## src/rtl/pc_unit.sv

```systemverilog
// ---------------------------------------------------------------------------
// pc_unit -- program counter with boot cycle, branch/JALR redirect, stall,
// optional misaligned-target trap and a saturating advance counter.
//
// Configuration macro: PC_MISALIGN_TRAP_EN
//   defined   : a misaligned target traps to TRAP_VECTOR, EPC captures the
//               faulting PC, TrapReturn resumes at EPC+4.
//   undefined : target bits [1:0] are forced to zero, EPC and MisalignErr are
//               tied to zero, the TRAP state is never entered and TrapReturn
//               has no effect.
//
// Parameters
//   XLEN          PC / immediate / register width
//   RESET_VECTOR  PC loaded on reset
//   TRAP_VECTOR   PC loaded on a misaligned-target trap
//
// Ports
//   clk, rst      clock, synchronous active-high reset
//   Stall         freeze PC and all state for this cycle
//   PCSrc         00/11 sequential, 01 PC+ImmExt, 10 (RS1+ImmExt)&~1
//   ImmExt, RS1   redirect operands
//   TrapReturn    leave the trap handler (TRAP state only)
//   PC            registered fetch address
//   PCPlus4       PC+4, combinational
//   PCValid       0 during the boot cycle, 1 otherwise
//   MisalignErr   one-cycle pulse following a trapped redirect
//   EPC           PC of the faulting redirect
//   InstrCnt      saturating count of non-stalled RUN/TRAP cycles
// ---------------------------------------------------------------------------
module pc_unit #(
    parameter int unsigned      XLEN         = 32,
    parameter logic [XLEN-1:0]  RESET_VECTOR = 32'h0000_0000,
    parameter logic [XLEN-1:0]  TRAP_VECTOR  = 32'h0000_0100
) (
    input  logic            clk,
    input  logic            rst,
    input  logic            Stall,
    input  logic [1:0]      PCSrc,
    input  logic [XLEN-1:0] ImmExt,
    input  logic [XLEN-1:0] RS1,
    input  logic            TrapReturn,
    output logic [XLEN-1:0] PC,
    output logic [XLEN-1:0] PCPlus4,
    output logic            PCValid,
    output logic            MisalignErr,
    output logic [XLEN-1:0] EPC,
    output logic [31:0]     InstrCnt
);

    typedef enum logic [1:0] {
        S_BOOT = 2'd0,
        S_RUN  = 2'd1,
        S_TRAP = 2'd2
    } state_t;

    localparam logic [XLEN-1:0] FOUR      = XLEN'(4);
    localparam logic [XLEN-1:0] MASK_BIT0 = ~XLEN'(1);
    localparam logic [XLEN-1:0] MASK_LOW2 = ~XLEN'(3);
    localparam logic [31:0]     CNT_MAX   = 32'hFFFF_FFFF;

    state_t          state_q, state_d;
    logic [XLEN-1:0] pc_q, pc_d;
    logic [31:0]     instr_cnt_q, instr_cnt_d;

    logic [XLEN-1:0] seq_tgt;
    logic [XLEN-1:0] branch_tgt;
    logic [XLEN-1:0] jalr_tgt;
    logic [XLEN-1:0] tgt;

    // Candidate targets; all adds wrap modulo 2^XLEN.
    always_comb begin
        seq_tgt    = pc_q + FOUR;
        branch_tgt = pc_q + ImmExt;
        jalr_tgt   = (RS1 + ImmExt) & MASK_BIT0;
        case (PCSrc)
            2'b01:   tgt = branch_tgt;
            2'b10:   tgt = jalr_tgt;
            default: tgt = seq_tgt;
        endcase
    end

`ifdef PC_MISALIGN_TRAP_EN

    logic [XLEN-1:0] epc_q, epc_d;
    logic            misalign_err_q, misalign_err_d;
    logic            misalign;

    // JALR already has bit0 cleared, so only a branch can fault on bit0.
    always_comb begin
        misalign = tgt[1] | ((PCSrc == 2'b01) & tgt[0]);
    end

    always_comb begin
        state_d        = state_q;
        pc_d           = pc_q;
        epc_d          = epc_q;
        instr_cnt_d    = instr_cnt_q;
        misalign_err_d = 1'b0;
        case (state_q)
            S_BOOT: begin
                state_d = S_RUN;
            end
            S_RUN, S_TRAP: begin
                if (!Stall) begin
                    if (instr_cnt_q != CNT_MAX) begin
                        instr_cnt_d = instr_cnt_q + 32'd1;
                    end
                    if ((state_q == S_TRAP) && TrapReturn) begin
                        // Resume after the faulting instruction; PCSrc ignored.
                        pc_d    = epc_q + FOUR;
                        state_d = S_RUN;
                    end else if (misalign) begin
                        // Also taken inside TRAP: EPC is overwritten.
                        epc_d          = pc_q;
                        pc_d           = TRAP_VECTOR;
                        state_d        = S_TRAP;
                        misalign_err_d = 1'b1;
                    end else begin
                        pc_d = tgt;
                    end
                end
            end
            default: begin
                state_d = S_BOOT;
            end
        endcase
    end

    always_ff @(posedge clk) begin
        if (rst) begin
            state_q        <= S_BOOT;
            pc_q           <= RESET_VECTOR;
            epc_q          <= '0;
            instr_cnt_q    <= '0;
            misalign_err_q <= 1'b0;
        end else begin
            state_q        <= state_d;
            pc_q           <= pc_d;
            epc_q          <= epc_d;
            instr_cnt_q    <= instr_cnt_d;
            misalign_err_q <= misalign_err_d;
        end
    end

    assign EPC         = epc_q;
    assign MisalignErr = misalign_err_q;

`else

    // Trapping disabled: TrapReturn has no effect.
    logic unused_trap_return;
    assign unused_trap_return = TrapReturn;

    always_comb begin
        state_d     = state_q;
        pc_d        = pc_q;
        instr_cnt_d = instr_cnt_q;
        case (state_q)
            S_BOOT: begin
                state_d = S_RUN;
            end
            S_RUN: begin
                if (!Stall) begin
                    if (instr_cnt_q != CNT_MAX) begin
                        instr_cnt_d = instr_cnt_q + 32'd1;
                    end
                    // Misaligned targets are silently aligned down.
                    pc_d = tgt & MASK_LOW2;
                end
            end
            default: begin
                state_d = S_RUN;
            end
        endcase
    end

    always_ff @(posedge clk) begin
        if (rst) begin
            state_q     <= S_BOOT;
            pc_q        <= RESET_VECTOR;
            instr_cnt_q <= '0;
        end else begin
            state_q     <= state_d;
            pc_q        <= pc_d;
            instr_cnt_q <= instr_cnt_d;
        end
    end

    assign EPC         = '0;
    assign MisalignErr = 1'b0;

`endif

    assign PC       = pc_q;
    assign PCPlus4  = pc_q + FOUR;
    assign PCValid  = (state_q != S_BOOT);
    assign InstrCnt = instr_cnt_q;

endmodule

```

## config.mk

```make
export PLATFORM = sky130hd
export DESIGN_NAME = pc_unit
export DESIGN_NICKNAME = d
export VERILOG_FILES = /design/src/rtl/pc_unit.sv
export SDC_FILE = /design/constraint.sdc
export NUM_CORES = 1
export LEC_CHECK = 0
export CORE_UTILIZATION = 53
export CTS_CLUSTER_SIZE = 20
export DETAILED_ROUTE_END_ITERATION = 16
export PLACE_DENSITY_LB_ADDON = 0.15
export SLEW_MARGIN = 15
export SYNTH_ARGS = -nofsm -noshare
export SYNTH_HDL_FRONTEND = slang
export SYNTH_SLANG_ARGS = --single-unit
```

## constraint.sdc

```tcl
create_clock -name clk -period 5.6 [get_ports clk]
set_input_delay 1.68 -clock clk [delete_from_list [all_inputs] [get_ports clk]]
set_output_delay 1.68 -clock clk [all_outputs]
set_load 0.1 [all_outputs]
```

==> results of run 1 <==
layout by cell type, fill, tap and decap left out, types with 5 or more instances in the layout:
cell               n
clkdlybuf4s50_1  138
nor2_1            83
nand2_1           83
a21oi_1           70
dfxtp_1           63
ha_1              63
xor2_1            56
xnor2_1           50
o21ai_0           43
conb_1            37
nand3_1           32
buf_4             31
a21o_1            30
and3_1            28
nor3_1            19
inv_1             18
nand4_1           16
a221oi_1          15
a31oi_1           14
a211oi_1          13
and4_1            10
and2_1            10
clkbuf_16          9
nor2b_1            8
a22oi_1            8
o21a_1             7
or3_1              6
nor4_1             5
a22o_1             5
or2_2              5
a221o_1            5
o311ai_0           5
o22ai_1            5
final cells by class:
class / instances / area, um^2 / area share (%)
Clock buffer: 9 / 225.2 / 2.533
Clock inverter: 7 / 97.59 / 1.098
Inverter: 18 / 67.56 / 0.7599
Multi-Input combinational cell: 800 / 5405 / 60.79
Sequential cell: 63 / 1261 / 14.19
Tap cell: 172 / 215.2 / 2.420
Timing Repair Buffer: 170 / 1619 / 18.21
per-layer routing:
metal	vias up	track usage (%)	wire length, um
li1	3624	-	-
met1	3438	41.46	9365
met2	335	51.32	9803
met5	-	0	0
met4	0	7.595	342
met3	33	3.811	1711
sequential cells by signal, summed over array words and instances, names as in the netlist:
name and count:
InstrCnt 32, PC 30, state_q 1
worst max-delay path: stages (launching register included):
cell	delay (ps)
dfxtp_1	500
and3_1	260
nand4_1	330
nor4_1	830
and2_1	290
nand3_1	170
xnor2_2	170
buf_4	310
final timing paths:
| check | endpoint | depth (start not counted) | slack (ps) | from |
|---|---|---|---|---|
| max | PCPlus4[27] | 7 | 710 | PC[4] |
| min | InstrCnt[22] | 2 | 500 | InstrCnt[22] |
| min reg2reg | InstrCnt[22] | 2 | 500 | InstrCnt[22] |
| max reg2reg | PC[28] | 10 | 2290 | PC[9] |
through the flow:
| step | std cells | hold slack, ps | util (%) |
|---|---|---|---|
| 6_report | 1239 | 504.4 | 69.89 |
| 3_5_place_dp | 1223 | 494.0 | 67.35 |
| 3_3_place_gp | 1223 | 489.4 | 67.35 |
| 4_1_cts | 1239 | 504.0 | 69.89 |
| 2_1_floorplan | 956 | 926.7 | - |
| 5_1_grt | 1239 | 533.6 | 69.89 |
where the power goes:
group,leakage [uW],internal [uW],total (uW),switching (uW)
logic,0.00308,262,848,585
registers,0.000511,461,488,26.8
clock network,0.000152,390,614,224
kinds of logic (layout without fill, tap and decap cells):
| family | after synthesis | after routing | synth area share (%) |
|---|---|---|---|
| buffers and inverters | 93 | 204 | 7.015 |
| adders and majority gates | 64 | 64 | 11.56 |
| muxes | 2 | 2 | 0.3042 |
| AOI/OAI and AO/OA | 270 | 270 | 27.11 |
| xor gates and xnor gates | 110 | 110 | 13.78 |
| and+or+nand+nor | 317 | 317 | 22.14 |
| other | 1 | 37 | 0.05363 |
| DFF | 63 | 63 | 18.04 |
==> impl_metrics.py, run 1 <==
metrics = {
    "finish": {
        "drive_gt1_share_pct": 7.029,
        "antenna_cells": 0,
        "final_area_um2": 8891,
        "final_nets": 1196,
        "area_growth_syn_to_layout_pct": 27.17,
        "fillers": 1082,
    },
    "route": {
        "wire_per_inst_um": 17.13,
        "ant_nets": 0,
        "num_vias": 7430,
        "drtIter0Drc": 698,
        "drc_errors": 0,
        "viasPerCell": 5.997,
        "firstDrtPassIters": 5,
        "wl_mm": 21.22,
    },
    "timing": {
        "finalCritPeriodShare_pct": 87.30,
        "rsz0062_at_grt": "no",
        "fin_ws_ps": 711.4,
        "relSlewSlack_pct": 33.11,
        "fmax_mhz": 204.6,
        "fin_crit_ps": 4889,
        "slew_viol_final": 0,
        "finClkSkew_ps": 5.567,
        "final-setup-viol-count": 0,
        "worstMarginPinSlew_ps": 1000,
        "fin_setup_tns_ps": 0,
        "hold_viol_final": 0,
    },
    "worst_setup_path": {
        "worstSetupPathType": "flop to output port",
        "cp.required_ps": 3920,
        "critPathLaunchType": "flop",
        "cp.arrival_ps": 3210,
        "worstSetupEndpointType": "output port",
        "cp_max_fo": 8,
    },
    "clock_network": {
        "cts.sink_count": 63,
        "postCtsSetupBuffers": 0,
        "numCtsBuffers": 9,
        "cts_tree": "yes",
        "htreeDepth": 3,
        "cts_hold_buf": 0,
        "clkTransAtPathRegs_ps": 60,
        "clockBufferDepth": 2,
        "clk_latency_ps": 340,
        "cts_resized": 0,
        "cts_root_buf": "clkbuf_16",
    },
    "outcome": {
        "outcome": "finished clean",
    },
    "power_and_ir_drop": {
        "finalPower_uw": 1950,
        "p_per_area_nw_per_um2": 219.3,
        "p_leak_uw": 0.003742,
        "ir_drop_v": 0.0001897,
    },
    "yosys": {
        "avgSynthCellArea_um2": 7.600,
        "ys.flop_type": "dfxtp_1",
        "yosys-top-cells-area": "dfxtp_1, ha_1, xor2_1, xnor2_1, a21oi_1",
        "yosysWarnings": 0,
        "netlist_area_um2": 6992,
        "synthArstFlopShare_pct": 0,
        "synth_cells": 920,
        "synth_top_area_share_pct": 18.04,
        "ys_seq_elements": 63,
        "synth_edf_count": 0,
        "yosysTopAreaCell": "dfxtp_1",
        "synth.distinct_cells": 69,
        "ys_top_cells_by_count": "nand2_1, nor2_1, a21oi_1",
        "ys_seq_area_share_pct": 18.04,
    },
    "place": {
        "pre_cts_ws_ps": 589.9,
        "post_dp_cell_area_um2": 8568,
        "gp_congestion": 0.9086,
        "dp_hpwl_mm": 16.02,
        "port_buffers": 161,
    },
    "floorplan": {
        "rows": 41,
        "dieHeight_um": 116.9,
        "die_width_um": 116.9,
        "initial_core_util_pct": 54.96,
        "ios": 200,
        "fp.coreArea_um2": 12720,
        "dieArea_um2": 13660,
    },
    "grt": {
        "grt_pass1_wl_mm": 32.89,
        "grt_max_degree": 59,
        "overflow": 0,
        "antenna_found_initial": 0,
        "grt_pass1_vias": 6523,
        "grtUsageTotal_pct": 30.54,
    },
    "worst_hold_path": {
        "min_path_type": "flop to flop",
    },
    "job": {
        "drv_cap": 0,
    },
}
(Power assumes the default switching activity.)
==> run 2: changes to the inputs <==
Settings changed: PLACE_DENSITY set to 0.94, PLACE_DENSITY_LB_ADDON 0.15 to not set, SLEW_MARGIN 15 to not set.
==> run 2 against run 1 <==
- sequential share of layout area about the same
- routed wire length increased by 0.17%
- combinational power about the same
- highest routed layer unchanged
- final area increased by 0.35%
- critical path depth unchanged
- core utilization increased by 0.25 points
- sequential cell count unchanged
- critical endpoint unchanged
- hold slack improved by 1.6 ps
- setup slack improved by 26 ps
==> impl_metrics.py, run 2 (same netlist as run 1, synthesis figures left out) <==
metrics = {
    "floorplan": {
        "ios": 200,
        "rows": 41,
        "fp.coreArea_um2": 12720,
        "initial_core_util_pct": 54.96,
        "die_width_um": 116.9,
        "dieArea_um2": 13660,
        "dieHeight_um": 116.9,
    },
    "timing": {
        "fmax_mhz": 205.7,
        "hold_viol_final": 0,
        "finClkSkew_ps": 8.098,
        "relSlewSlack_pct": 33.26,
        "final-setup-viol-count": 0,
        "fin_crit_ps": 4862,
        "worstMarginPinSlew_ps": 997.9,
        "slew_viol_final": 0,
        "finalCritPeriodShare_pct": 86.83,
        "rsz0062_at_grt": "no",
        "fin_ws_ps": 737.5,
        "hold_slack_ps": 506.0,
    },
    "job": {
        "drv_cap": 0,
    },
    "finish": {
        "multi_input_area_um2": 5405,
        "finalNonFillerCells": 1240,
        "final_cell_mix": "clkdlybuf4s50_1, nor2_1, nand2_1",
        "drive_gt1_share_pct": 7.116,
        "fillers": 1028,
        "antenna_cells": 0,
        "mostFrequentLayoutCell": "clkdlybuf4s50_1",
        "final_nets": 1197,
        "area_growth_syn_to_layout_pct": 27.61,
        "final_area_um2": 8922,
        "regArea_um2": 1261,
        "largest_register_ffs": 32,
    },
    "clock_network": {
        "clkTransAtPathRegs_ps": 60,
        "clk_latency_ps": 320,
        "clockBufferDepth": 2,
        "cts_root_buf": "clkbuf_16",
        "htreeDepth": 3,
        "cts.sink_count": 63,
        "postCtsSetupBuffers": 0,
        "cts_hold_buf": 0,
        "cts_tree": "yes",
        "cts_resized": 0,
        "numCtsBuffers": 9,
    },
    "place": {
        "gp_congestion": 0.9470,
        "pre_cts_ws_ps": 665.1,
        "dp.cells": 1224,
        "port_buffers": 161,
        "post_dp_cell_area_um2": 8576,
        "dp_hpwl_mm": 16.39,
    },
    "route": {
        "firstDrtPassIters": 6,
        "ant_nets": 0,
        "drc_errors": 0,
        "wire_per_inst_um": 17.15,
        "drtIter0Drc": 854,
        "wl_mm": 21.26,
        "num_vias": 7647,
        "viasPerCell": 6.167,
    },
    "outcome": {
        "outcome": "finished clean",
    },
    "grt": {
        "grt_pass1_vias": 6931,
        "antenna_found_initial": 0,
        "grt_pass1_wl_mm": 32.98,
        "grt_max_degree": 59,
        "grtUsageTotal_pct": 30.30,
        "overflow": 0,
    },
    "power_and_ir_drop": {
        "ir_drop_v": 0.0001534,
        "p_per_area_nw_per_um2": 221.5,
        "finalPower_uw": 1977,
        "p_leak_uw": 0.003764,
    },
    "worst_setup_path": {
        "ff2ff_path_depth": 10,
        "cp.arrival_ps": 3180,
        "critPathLaunchType": "flop",
        "worstSetupPathType": "flop to output port",
        "cp_max_fo": 8,
        "worstSetupEndpointType": "output port",
        "cp.required_ps": 3920,
        "cp-startpoint": "PC[4]",
        "r2r-start": "PC[9]",
        "regToRegSetupSlack_ps": 2300,
    },
    "worst_hold_path": {
        "min_path_type": "flop to flop",
        "worstHoldPathCells": 2,
        "hold_path_startpoint": "InstrCnt[22]",
    },
}
-- run 2: cell count changes in the layout (fill, tap and decap cells not counted) --
cell / before / now
buf_4: 31 / 32
bufinv_16: 2 / 3
clkinv_4: 2 / 0
clkinv_2: 1 / 2
clkinvlp_4: 2 / 1
clkbuf_8: 0 / 1
-- run 2: final timing paths --
check | end
worst max-delay path | PCPlus4[27]
worst max register to register | PC[28]
worst min register to register | InstrCnt[22]
worst min-delay path | InstrCnt[22]
-- run 2: metal layers --
| layer | GRT usage, % | vias up | share of wire, % |
|---|---|---|---|
| met1 | 39.07 | 3554 | 42 |
| met5 | 0 | - | 0 |
| met4 | 11.81 | 0 | 2.6 |
| met2 | 50.97 | 424 | 47 |
| li1 | - | 3623 | - |
| met3 | 4.531 | 46 | 8.8 |
-- run 2: layout make-up --
cell class | instances | share of cell area, %
Multi-Input combinational cell | 800 | 60.58
Timing Repair Buffer | 171 | 18.23
Sequential cell | 63 | 14.14
Clock buffer | 10 | 2.678
Tap cell | 172 | 2.412
Clock inverter | 6 | 1.206
Inverter | 18 | 0.7573
-- run 2: critical path, stage by stage, from the launching register on --
cell     delay [ps]
dfxtp_1         530
and3_1          260
nand4_1         330
nor4_1          790
and2_1          300
nand3_1         180
xnor2_2         170
buf_4           310
-- run 2: where the power goes --
group,internal (uW),switching [uW],leakage (uW)
registers,462,27.6,0.000511
logic,262,585,0.00308
clock network,445,196,0.000168
-- run 2: per-stage QoR --
stage                     util, %  setup TNS (ps)
after floorplan                 -          -43.03
after global placement      67.41               0
after detailed placement    67.41               0
after CTS                   70.13               0
after global routing        70.13               0
final                       70.13               0
